<file path="config.mk">
export PLATFORM = sky130hd
export DESIGN_NAME = id_hazard_controller
export DESIGN_NICKNAME = d
export VERILOG_FILES = /design/src/rtl/mips_pkg.sv /design/src/rtl/hazard_detect.sv /design/src/rtl/id_hazard_controller.sv
export SDC_FILE = /design/constraint.sdc
export NUM_CORES = 1
export LEC_CHECK = 0
export ABC_AREA = 0
export CORE_ASPECT_RATIO = 0.8
export CORE_MARGIN = 5
export CORE_UTILIZATION = 36
export DETAILED_ROUTE_END_ITERATION = 10
export MAX_ROUTING_LAYER = met4
export PLACE_DENSITY = 0.73
export SLEW_MARGIN = 20
export SYNTH_ARGS = -nofsm -noshare
export SYNTH_HDL_FRONTEND = slang
export SYNTH_SLANG_ARGS = --single-unit
</file>
<file path="constraint.sdc">
create_clock -name clk -period 4.2 [get_ports clk]
set_input_delay 1.26 -clock clk [delete_from_list [all_inputs] [get_ports clk]]
set_output_delay 1.26 -clock clk [all_outputs]
set_load 0.1 [all_outputs]
</file>
<file path="src/rtl/mips_pkg.sv">
// Shared MIPS decode constants and the ID-stage hazard controller state encoding.
package mips_pkg;

  localparam int unsigned OPW = 6;

  localparam logic [OPW-1:0] OP_RTYPE = 6'h00;
  localparam logic [OPW-1:0] OP_BEQ   = 6'h04;
  localparam logic [OPW-1:0] OP_BNE   = 6'h05;
  localparam logic [OPW-1:0] OP_LW    = 6'h23;
  localparam logic [OPW-1:0] OP_SB    = 6'h28;
  localparam logic [OPW-1:0] OP_SH    = 6'h29;
  localparam logic [OPW-1:0] OP_SW    = 6'h2B;
  localparam logic [OPW-1:0] OP_HALT  = 6'h3F;

  localparam logic [OPW-1:0] FN_JR    = 6'h08;
  localparam logic [OPW-1:0] FN_JALR  = 6'h09;

  typedef enum logic [1:0] {
    ST_RUN    = 2'd0,
    ST_STALL2 = 2'd1,
    ST_HALTED = 2'd2
  } state_e;

  // Stores read rt as the data operand.
  function automatic logic is_store(input logic [OPW-1:0] op);
    return (op == OP_SB) || (op == OP_SH) || (op == OP_SW);
  endfunction

endpackage

</file>
<file path="src/rtl/hazard_detect.sv">
// Combinational load-use and branch-on-load hazard flags for the instruction in ID.
module hazard_detect
  import mips_pkg::*;
#(
  parameter int unsigned SIZE_REG_DIR = 5,
  parameter int unsigned SIZE_OP      = 6
) (
  input  logic [SIZE_OP-1:0]      op,
  input  logic [SIZE_OP-1:0]      funct,
  input  logic [SIZE_REG_DIR-1:0] rs,
  input  logic [SIZE_REG_DIR-1:0] rt,
  input  logic                    mem_read_id_ex,
  input  logic [SIZE_REG_DIR-1:0] rd_id_ex,
  input  logic                    mem_read_ex_mem,
  input  logic [SIZE_REG_DIR-1:0] rd_ex_mem,
  output logic                    lu_c,
  output logic                    bl1_c,
  output logic                    bl2_c
);

  logic [OPW-1:0] op6;
  logic [OPW-1:0] fn6;
  logic           is_rtype;
  logic           uses_rt;
  logic           is_br;
  logic           match_id_ex;
  logic           match_ex_mem;

  assign op6      = OPW'(op);
  assign fn6      = OPW'(funct);
  assign is_rtype = (op6 == OP_RTYPE);
  assign uses_rt  = is_rtype || is_store(op6) || (op6 == OP_BEQ) || (op6 == OP_BNE);
  assign is_br    = (op6 == OP_BEQ) || (op6 == OP_BNE) ||
                    (is_rtype && ((fn6 == FN_JR) || (fn6 == FN_JALR)));

  // r0 is hardwired, so a load targeting it never creates a dependency.
  assign match_id_ex  = (rd_id_ex != '0) &&
                        ((rd_id_ex == rs) || (uses_rt && (rd_id_ex == rt)));
  assign match_ex_mem = (rd_ex_mem != '0) &&
                        ((rd_ex_mem == rs) || (uses_rt && (rd_ex_mem == rt)));

  assign lu_c  = mem_read_id_ex && match_id_ex;
  assign bl2_c = is_br && lu_c;
  assign bl1_c = is_br && mem_read_ex_mem && match_ex_mem;

endmodule

</file>
<file path="src/rtl/id_hazard_controller.sv">
// ID-stage sequencer: hazard stalls, bubbles, branch/jump flushes, debug run/step gate and halt.
module id_hazard_controller
  import mips_pkg::*;
#(
  parameter int unsigned SIZE_REG_DIR = 5,
  parameter int unsigned SIZE_OP      = 6,
  parameter int unsigned CNT_W        = 16
) (
  input  logic                    clk,
  input  logic                    rst,
  input  logic [SIZE_OP-1:0]      i_op_id,
  input  logic [SIZE_OP-1:0]      i_funct_id,
  input  logic [SIZE_REG_DIR-1:0] i_rs_id,
  input  logic [SIZE_REG_DIR-1:0] i_rt_id,
  input  logic                    i_mem_read_id_ex,
  input  logic [SIZE_REG_DIR-1:0] i_rd_id_ex,
  input  logic                    i_mem_read_ex_mem,
  input  logic [SIZE_REG_DIR-1:0] i_rd_ex_mem,
  input  logic                    i_branch_taken,
  input  logic                    i_jump_id,
  input  logic                    i_halt_wb,
  input  logic                    i_dbg_mode,
  input  logic                    i_dbg_step,
  output logic                    o_pipe_en,
  output logic                    o_stall_pc,
  output logic                    o_stall_if_id,
  output logic                    o_bubble_id_ex,
  output logic                    o_flush_if_id,
  output logic                    o_halted,
  output logic [CNT_W-1:0]        o_stall_cycles
);

  state_e           state_q;
  state_e           state_d;
  logic             step_q;
  logic [CNT_W-1:0] cnt_q;
  logic             lu;
  logic             bl1;
  logic             bl2;
  logic             step_rise;
  logic             pipe_en_c;
  logic             stall_c;
  logic             flush_c;
  logic             halted_c;

  hazard_detect #(
    .SIZE_REG_DIR (SIZE_REG_DIR),
    .SIZE_OP      (SIZE_OP)
  ) u_hazard_detect (
    .op              (i_op_id),
    .funct           (i_funct_id),
    .rs              (i_rs_id),
    .rt              (i_rt_id),
    .mem_read_id_ex  (i_mem_read_id_ex),
    .rd_id_ex        (i_rd_id_ex),
    .mem_read_ex_mem (i_mem_read_ex_mem),
    .rd_ex_mem       (i_rd_ex_mem),
    .lu_c            (lu),
    .bl1_c           (bl1),
    .bl2_c           (bl2)
  );

  assign step_rise = i_dbg_step & ~step_q;

  // Next state and same-cycle strobes; a disabled cycle freezes the FSM and silences strobes.
  always_comb begin
    state_d   = state_q;
    pipe_en_c = 1'b0;
    stall_c   = 1'b0;
    flush_c   = 1'b0;
    halted_c  = 1'b0;
    if (rst) begin
      if (state_q == ST_HALTED) begin
        halted_c = 1'b1;
      end else begin
        pipe_en_c = i_dbg_mode ? step_rise : 1'b1;
        if (pipe_en_c) begin
          case (state_q)
            ST_STALL2: begin
              stall_c = 1'b1;
              state_d = ST_RUN;
            end
            default: begin
              if (bl2) begin
                stall_c = 1'b1;
                state_d = ST_STALL2;
              end else if (lu || bl1) begin
                stall_c = 1'b1;
              end
            end
          endcase
          flush_c = (i_branch_taken | i_jump_id) & ~stall_c;
        end
        if (i_halt_wb) state_d = ST_HALTED;
      end
    end
  end

  // State, step-edge history and saturating stall counter.
  always_ff @(posedge clk) begin
    if (!rst) begin
      state_q <= ST_RUN;
      step_q  <= 1'b0;
      cnt_q   <= '0;
    end else begin
      state_q <= state_d;
      step_q  <= i_dbg_step;
      if (pipe_en_c && stall_c && (cnt_q != '1)) cnt_q <= cnt_q + CNT_W'(1);
    end
  end

  assign o_pipe_en      = pipe_en_c;
  assign o_stall_pc     = stall_c;
  assign o_stall_if_id  = stall_c;
  assign o_bubble_id_ex = stall_c;
  assign o_flush_if_id  = flush_c;
  assign o_halted       = halted_c;
  assign o_stall_cycles = rst ? cnt_q : '0;

endmodule
</file>
### Yosys cells after proc, flatten, opt, wreduce, memory -nomap -nowiden

Index checks and enable logic that the tools add are counted.

* reductions and logical operators: 28
* bitwise logic cells: 6
* add/sub/neg operators: 1
* muxes and demuxes: 22
* eq/ne operators: 14

Operators with widths (count)
* equality test 5 bit: 4
* equality test 6 bit, second input constant: 3
* two-way mux 1 bit: 17
* adder 16 x 1 -> 16 bit, second input constant: 1
* two-way mux 16 bit: 1
* != test 16 bit, second input constant: 1
* equality test 6 x 3 -> 1 bit, second input constant: 2
* equality test 6 x 4 -> 1 bit, second input constant: 2
* logical AND 1 bit: 11
* logical OR 1 bit: 11
* nonzero test 5 bit: 2
* two-way mux 2 bit: 4
* zero test 6 bit: 1
* NOT 1 bit: 3
* AND reduction 3 bit: 1
* nonzero test 3 bit: 1
* bitwise AND 1 bit: 2
* equality test 2 x 1 -> 1 bit, second input constant: 1
* equality test 2 bit, second input constant: 1
* nonzero test 2 bit: 1
* OR 1 bit: 1

* register bits: 19
* input bits: 41

### Depth between registers and ports, before layout

Gate-level depths: netlist of run 1.

* depth after elaboration: 22
* depth in mapped cells: 9
* gate-level depth less buffers: 8

### Hierarchy

Synthesis of run 1 repeated with hierarchy kept, for this count alone.

* cell total of the unflattened synthesis: 176
* area total of the unflattened synthesis: 1411.4 sq um

Modules (own cells, without submodules)
* id_hazard_controller: instances 1, cells each 131, area each 1073.5 sq um, seq. area each 380.4 sq um
* hazard_detect: instances 1, cells each 45, area each 337.8 sq um, seq. area each 0.0 sq um

### Worst setup path before layout of run 1

Ideal clock, no wire load.

* kind: input to output
* start point: input i_dbg_step
* end point: output o_flush_if_id
* required time: 2940 ps
* path slack: -1745 ps
* buffers on the path: 0
* arrival time: 4685 ps
* stages: 7
* path through: inv_1 o21ai_1 and2_1 nand2_1 inv_1 o21ai_0 nor3_1

* cells in the longest elaborated chain, start to end: 5

RTL lines
* from (decl): line id_hazard_controller.sv:23 `input logic i_dbg_step,`
* bitwise AND 1 bit: line id_hazard_controller.sv:63 `assign step_rise = i_dbg_step & ~step_q;`
* two-way mux 1 bit: line id_hazard_controller.sv:76 `pipe_en_c = i_dbg_mode ? step_rise : 1'b1;`
* two-way mux 1 bit: line id_hazard_controller.sv:77 `if (pipe_en_c) begin`
* two-way mux 1 bit: line id_hazard_controller.sv:73 `if (state_q == ST_HALTED) begin`
* two-way mux 1 bit: line id_hazard_controller.sv:72 `if (rst) begin`
* to (decl): line id_hazard_controller.sv:28 `output logic o_flush_if_id,`

Every way passes these cells.

### Worst setup path after layout of run 1

* start point: input i_funct_id[5]
* end point: output o_stall_pc

* cells in the longest elaborated chain, start to end: 16
* elaborated cells between the ends (all ways): 18

RTL lines
* from (decl): line id_hazard_controller.sv:12 `input logic [SIZE_OP-1:0] i_funct_id,`
* equality test 6 x 4 -> 1 bit: line hazard_detect.sv:34 `(is_rtype && ((fn6 == FN_JR) || (fn6 == FN_JALR)));`
* logical OR 1 bit (*): line hazard_detect.sv:34
* logical AND 1 bit (*): line hazard_detect.sv:34
* logical OR 1 bit (*): line hazard_detect.sv:33 `assign is_br = (op6 == OP_BEQ) || (op6 == OP_BNE) ||`
* logical AND 1 bit (2 in series): line hazard_detect.sv:44 `assign bl1_c = is_br && mem_read_ex_mem && match_ex_mem;`
* logical OR 1 bit: line id_hazard_controller.sv:87 `end else if (lu || bl1) begin`
* two-way mux 1 bit: line id_hazard_controller.sv:87
* two-way mux 1 bit (*): line id_hazard_controller.sv:84 `if (bl2) begin`
* two-way mux 1 bit (*): line id_hazard_controller.sv:78 `case (state_q)`
* two-way mux 1 bit (*): line id_hazard_controller.sv:77
* two-way mux 1 bit (*): line id_hazard_controller.sv:73
* two-way mux 1 bit (*): line id_hazard_controller.sv:72
* two-way mux 1 bit (*): line id_hazard_controller.sv:77
* two-way mux 1 bit (*): line id_hazard_controller.sv:73
* two-way mux 1 bit (*): line id_hazard_controller.sv:72
* to (decl): line id_hazard_controller.sv:25 `output logic o_stall_pc,`

Every way passes the cells marked *; elsewhere a longest branch is shown, timed or not. The select of a mux whose other input is x is not followed.

==> qor.txt, run 1 <==
hold slack -> 0.4815 ns
compound-cell area share of the yosys netlist -> 16.68%
Final Power -> 448.2 uW
Cell Area, Synth -> 1440 sq um
Clock Tree Root -> clkbuf_8
XOR/XNOR share of the synthesized area -> 12.16%
GRT Residual Overflow -> 0
Setup Skew -> 0.001319 ns
Final Hold Fails -> 0
Die W -> 80.72 um
P&R area growth vs syn -> 79.67%
Tcrit/Tclk final -> 100.5%
core box area -> 3829 sq um
Least-Margin Pin Slew -> 0.7677 ns
Worst setup SP type -> input pin
initial drt markers -> 68
adder-cell share of the synthesized area -> 0.8688%
share of cells above drive strength 1 -> 31.80%
worst vdd ir -> 0.0001692 V
multi-input logic area -> 1051 sq um
Crit Path Class -> input pin to output port
Yosys warnings -> 0
Area contributors post-synth -> dfxtp_1 26%, xor2_1 11%, and2_1 5.2%, mux2_2 4.7%, nor2_1 4.4%
clk_lat worst skew -> 0.26 ns
Rows -> 20
commonest non-fill, non-tap cell in the layout -> buf_4
Main synth FF type -> dfxtp_1
Unique masters post-synth -> 43
Async SR Flop Fraction -> 0%
Leak Pwr -> 1.059 nW
# IOs -> 63
largest family of logic cells by synthesized area -> simple AND/OR/NAND/NOR gates
MaxCap Viol Count -> 0
Slew Limit Fails -> 0
vias post-DR -> 1575
CP arrival -> 2.96 ns
Critical Path RT -> 2.94 ns
FF+latch area -> 380.4 sq um
post-synthesis mux area share -> 6.777%
final core occ -> 67.58%
post-synthesis sequential area ratio -> 26.41%
initial antenna violation count -> 0
final net count -> 304
post-route ant nets -> 0
PD cells -> 173.2 nW/um^2
Global Route Usage Sum -> 17.66%
failing checks -> setup timing
# port buffers -> 61
unrepaired setup endpoints after global routing -> true
Max Clk Rate -> 0.2370 GHz
CTS clk-pin slew, worst paths -> 0.07 ns
# DRC -> 0
Synth Area in Simple Gates -> 30.32%
vias in the first global route -> 1583
Clock Path Buffers -> 2
number of synthesized flops with an enable pin -> 0
Pre-antenna DRT Iters -> 4
H-tree Lvls -> 1
Vias per Instance -> 4.984
CTS Sinks -> 19
TritonCTS Buffers -> 3
Initial Utilization -> 37.61%
share of the synthesized area in the top cell type -> 26.41%
Mapped Cells -> 178
status -> finished, violations left
CTS tree -> done
most frequent cells in the layout -> 24 x buf_4, 22 x buf_12, 19 x dfxtp_1
first-pass GRT wire length -> 7189 um
largest net degree at the start of global routing -> 24
hold buffers post-CTS -> 0
Post-Syn Area per Cell -> 8.091 sq um
CP Capture Type -> output port
gpl congestion -> 0.8077
Seq cells post-synth -> 19
post-layout min period -> 4.219 ns
Hold WC Path Type -> flip-flop to flip-flop
setup ws final -> -0.01905 ns
setup violators final -> 3
total wire length -> 4421 um
Slew HR -> 48.51%
Die Ht -> 66.57 um
antenna fix cells -> 0
highest net fanout along the worst path -> 3
dominant cell type by area after synthesis -> dfxtp_1
post-DP HPWL -> 3599 um
Filler Cells Inserted -> 318
syn nets -> 220
wire per inst -> 13.99 um
Die ar. -> 5373 sq um
power by group:
group / total [mW] / internal, mW / switching (mW)
registers: 0.183 / 0.181 / 0.00146
logic: 0.136 / 0.0669 / 0.0694
clock network: 0.129 / 0.0660 / 0.0629
total: 0.448 / 0.314 / 0.134
layer usage:
metal,track usage [%],vias to the layer above,part of all wire (%)
met2,29.75,39,48
met3,3.514,6,4.1
met4,3.376,0,1.1
met5,-,-,0
li1,-,804,-
met1,22.17,726,47
logic make-up after synthesis:
kind of cell	Yosys count
compound gates	30
xor+xnor	20
fa+ha+maj	1
buf+inv	18
flops	19
mux	9
simple gates	81
synth_stat cells, types with 2 or more instances:
cell / number
xnor2_1: 2
o211ai_1: 2
a22oi_1: 2
nor2_1: 17
nor3_1: 9
or4_1: 4
buf_4: 2
o21a_1: 2
a21oi_1: 5
inv_1: 10
mux2i_1: 3
dfxtp_1: 19
o21bai_1: 2
nor4_1: 5
nand4_1: 3
nand3_1: 7
mux2_2: 6
xor2_1: 18
clkbuf_1: 2
o21ai_0: 6
o31ai_1: 3
and2_1: 12
buf_6: 3
nand2_1: 15
repair_timing:
action,4_1_cts,5_1_grt
setup buffers,0,0
endpoints found under the setup margin,4,4
pin swaps,16,13
resized for setup,43,11
final timing paths:
path | startpoint | end | slack, ns | cells past startpoint
max | i_funct_id[5] | o_stall_pc | -0.02 | 8
min | cnt_q[4]$_SDFFE_PN0P_ | cnt_q[4]$_SDFFE_PN0P_ | 0.48 | 1
max reg2reg | state_q[0]$_SDFFE_PN0P_ | cnt_q[14]$_SDFFE_PN0P_ | 1.96 | 8
min reg2reg | cnt_q[4]$_SDFFE_PN0P_ | cnt_q[4]$_SDFFE_PN0P_ | 0.48 | 1
final cells by class:
class	count	area share, %
Multi-Input combinational cell	141	40.62
Tap cell	55	2.660
Sequential cell	19	14.70
Timing Repair Buffer	86	38.49
Clock inverter	1	0.1934
Inverter	11	1.741
Clock buffer	3	1.596
flip-flops by register name, summed over array words and instances, names as in the netlist:
signal   cells
cnt_q       16
step_q       1
state_q      2
critical path, stage by stage:
cell and delay, ns:
buf_6 0.09, or4b_4 0.53, o22ai_4 0.13, nand3b_4 0.11
o32ai_4 0.33, nor2_4 0.07, nor2_4 0.22, buf_12 0.21
stage by stage:
stage	area, sq um	std cells	setup TNS [ns]	setup slack (ns)
finish	2587	316	-0.05660	-0.01905
CTS	2560	316	-0.1620	-0.05031
global route	2587	316	-0.2499	-0.07256
global placement	2517	313	-1.085	-0.2872
detailed placement	2517	313	-1.144	-0.2979
floorplan	1504	178	-1.744	-0.5469
(Power assumes the default switching activity.)
==> inputs of run 2 (changes only) <==
Settings changed: ABC_AREA 0 to 1, PLACE_DENSITY 0.73 to 0.69.
==> run 2 against run 1 <==
  * The run now ends clean
  * Sequential power about the same
  * Synthesized area up 20%
  * Core utilization down 8.9 points
  * Clock skew about the same
  * Die area up 17%
  * First-iteration DRC count up 50%
  * Worst hold slack better by 0.037 ns
  * Wire length up 9.3%
  * Highest routed layer unchanged
==> qor.txt, run 2 <==
met1 wire length -> 2275 um
Async SR Flop Fraction -> 0%
Hold Path Origin -> cnt_q[14]$_SDFFE_PN0P_
post-CTS sizing -> 0
Main synth FF type -> dfxtp_1
Die ar. -> 6294 sq um
worst reg2reg setup slack -> 2.08 ns
# DRC -> 0
post-synthesis sequential area ratio -> 22.01%
# port buffers -> 61
Leak Pwr -> 1.353 nW
hold slack -> 0.5181 ns
CP Capture Type -> output port
largest net degree at the start of global routing -> 21
setup violators final -> 0
Setup Skew -> 0.001785 ns
final net count -> 404
Die Ht -> 71.97 um
Hold WC Path Type -> flip-flop to flip-flop
core box area -> 4624 sq um
Psw -> 154.5 uW
Cell Area, Synth -> 1728 sq um
share of the synthesized area in the top cell type -> 22.01%
Flop pwr share -> 38.9%
post-route ant nets -> 0
gpl congestion -> 0.9500
CP arrival -> 2.82 ns
Unique masters post-synth -> 27
Area contributors post-synth -> dfxtp_1 22%, nand2_1 20%, inv_1 12%, nor2_1 7.2%, nand4_1 6.5%
worst vdd ir -> 0.0002461 V
Die W -> 87.46 um
vias in the first global route -> 1829
Final Hold Fails -> 0
most frequent cell after synthesis -> nand2_1
Reg-to-Reg Start -> cnt_q[0]$_SDFFE_PN0P_
Largest regs -> cnt_q (16), state_q (2), step_q (1)
clk_lat worst skew -> 0.26 ns
Tcrit/Tclk final -> 97.12%
Least-Margin Pin Slew -> 0.3314 ns
Yosys warnings -> 0
setup ws final -> 0.1208 ns
CTS clk-pin slew, worst paths -> 0.07 ns
Vias per Instance -> 4.727
share of cells above drive strength 1 -> 11.91%
Slew Limit Fails -> 0
Switching Fraction -> 32.42%
Worst setup SP type -> input pin
Clock Path Buffers -> 2
DP Cell Count -> 417
most frequent cells in the layout -> 89 x nand2_1, 54 x inv_1, 34 x clkdlybuf4s50_1
Final Power -> 476.7 uW
Pre-antenna DRT Iters -> 4
post-CTS setup buffer count -> 0
multi-input logic area -> 1115 sq um
Internal Pwr Total -> 322.2 uW
Most flops, register -> cnt_q
Rows -> 22
Clock Power Share -> 27.3%
antenna fix cells -> 0
highest net fanout along the worst path -> 5
FF+latch area -> 380.4 sq um
number of synthesized flops with an enable pin -> 0
Crit Path Class -> input pin to output port
top cells by count, synth -> 91 x nand2_1, 54 x inv_1, 33 x nor2_1
dominant cell type by area after synthesis -> dfxtp_1
TritonCTS Buffers -> 3
Global Route Usage Sum -> 15.83%
Seq cells post-synth -> 19
initial drt markers -> 102
Slew HR -> 77.71%
vias post-DR -> 1990
status -> finished clean
DR WL met3 -> 249 um
syn nets -> 342
Critical Path RT -> 2.94 ns
PD cells -> 175.7 nW/um^2
Initial Utilization -> 37.36%
first-pass GRT wire length -> 8121 um
total wire length -> 4830 um
combinational share of power -> 33.8%
Clock Tree Root -> clkbuf_8
MaxCap Viol Count -> 0
hold buffers post-CTS -> 0
commonest non-fill, non-tap cell in the layout -> nand2_1
CTS Sinks -> 19
H-tree Lvls -> 1
Post-Syn Area per Cell -> 5.760 sq um
Crit. Startpoint -> i_dbg_step
Max Clk Rate -> 0.2451 GHz
Met2 Wirelength -> 2272 um
Setup WS pre-CTS -> 0.03380 ns
GRT Residual Overflow -> 0
post-DP HPWL -> 3829 um
max reg flops -> 16
Max Used Layer -> met4
post-layout min period -> 4.079 ns
Filler Cells Inserted -> 434
wire per inst -> 11.47 um
Post-Layout Cell Count -> 421
Mapped Cells -> 300
# IOs -> 63
P&R area growth vs syn -> 57.06%
initial antenna violation count -> 0
CTS tree -> done
-- run 2: cell count changes in the layout (fill, tap and decap cells not counted), moves of 7 or more --
| cell | previous run | this run |
|---|---|---|
| inv_1 | 8 | 54 |
| and2_1 | 12 | 0 |
| clkdlybuf4s50_1 | 12 | 34 |
| buf_4 | 24 | 5 |
| dlygate4sd2_1 | 18 | 0 |
| nand3_1 | 7 | 14 |
| a21oi_1 | 4 | 18 |
| nand2_1 | 15 | 89 |
| xnor2_1 | 2 | 10 |
| nor2_1 | 16 | 31 |
| nand4_1 | 3 | 18 |
-- run 2: final cells by class --
| type | instances | share of cell area (%) |
|---|---|---|
| Clock buffer | 4 | 1.660 |
| Inverter | 58 | 8.022 |
| Multi-Input combinational cell | 214 | 41.08 |
| Sequential cell | 19 | 14.02 |
| Tap cell | 60 | 2.766 |
| Timing Repair Buffer | 66 | 32.46 |
-- run 2: per-layer routing --
metal,global-route usage (%),vias to the layer above
met5,-,-
met4,2.044,0
met3,2.384,4
met2,26.17,48
met1,21.02,885
li1,-,1053
-- run 2: cells by family (layout without fill, tap and decap cells) --
logic type / count (synthesis) / count (layout) / share of synthesized area, %
flip-flops: 19 / 19 / 22.01
AO/OA/AOI/OAI: 25 / 25 / 7.530
XOR/XNOR: 22 / 22 / 11.15
buffers and inverters: 67 / 128 / 15.50
AND/OR/NAND/NOR: 166 / 166 / 43.09
adder cells (fa/ha/maj): 1 / 1 / 0.7240
-- run 2: power by group through the flow --
stage | Clock, mW | Sequential (mW) | Combinational, mW
finish | 0.130 | 0.185 | 0.161
global route | 0.142 | 0.186 | 0.173
CTS | 0.133 | 0.185 | 0.161
detailed placement | 0 | 0.190 | 0.161
global placement | 0 | 0.189 | 0.159
floorplan | 0 | 0.189 | 0.0909
-- run 2: worst max-delay path, stage by stage --
cell and delay [ns]:
clkdlybuf4s50_1 0.47, inv_1 0.04, o21ai_0 0.15, nand2_1 0.15
nor2_4 0.20, a21boi_4 0.33, buf_12 0.21
-- run 2: path summary, 6_finish.rpt --
check | end | depth (start not counted)
setup / recovery | o_bubble_id_ex | 7
hold reg to reg | cnt_q[14]$_SDFFE_PN0P_ | 2
hold / removal | cnt_q[14]$_SDFFE_PN0P_ | 2
setup reg to reg | cnt_q[0]$_SDFFE_PN0P_ | 9
-- run 2: through the flow --
stage          utilization [%]  area, sq um  setup TNS, ns
2_1_floorplan                -         1788       -0.08619
6_report                 58.69         2714              0
5_1_grt                  58.69         2714      -0.002915
4_1_cts                  58.17         2690              0
3_3_place_gp             57.20         2645              0
3_5_place_dp             57.20         2645              0
==> inputs of run 3 (changes only) <==
Settings changed: CTS_CLUSTER_SIZE set to 10.
==> results of run 3 <==
Final layout, timing and power as in run 2 (identical DEF).
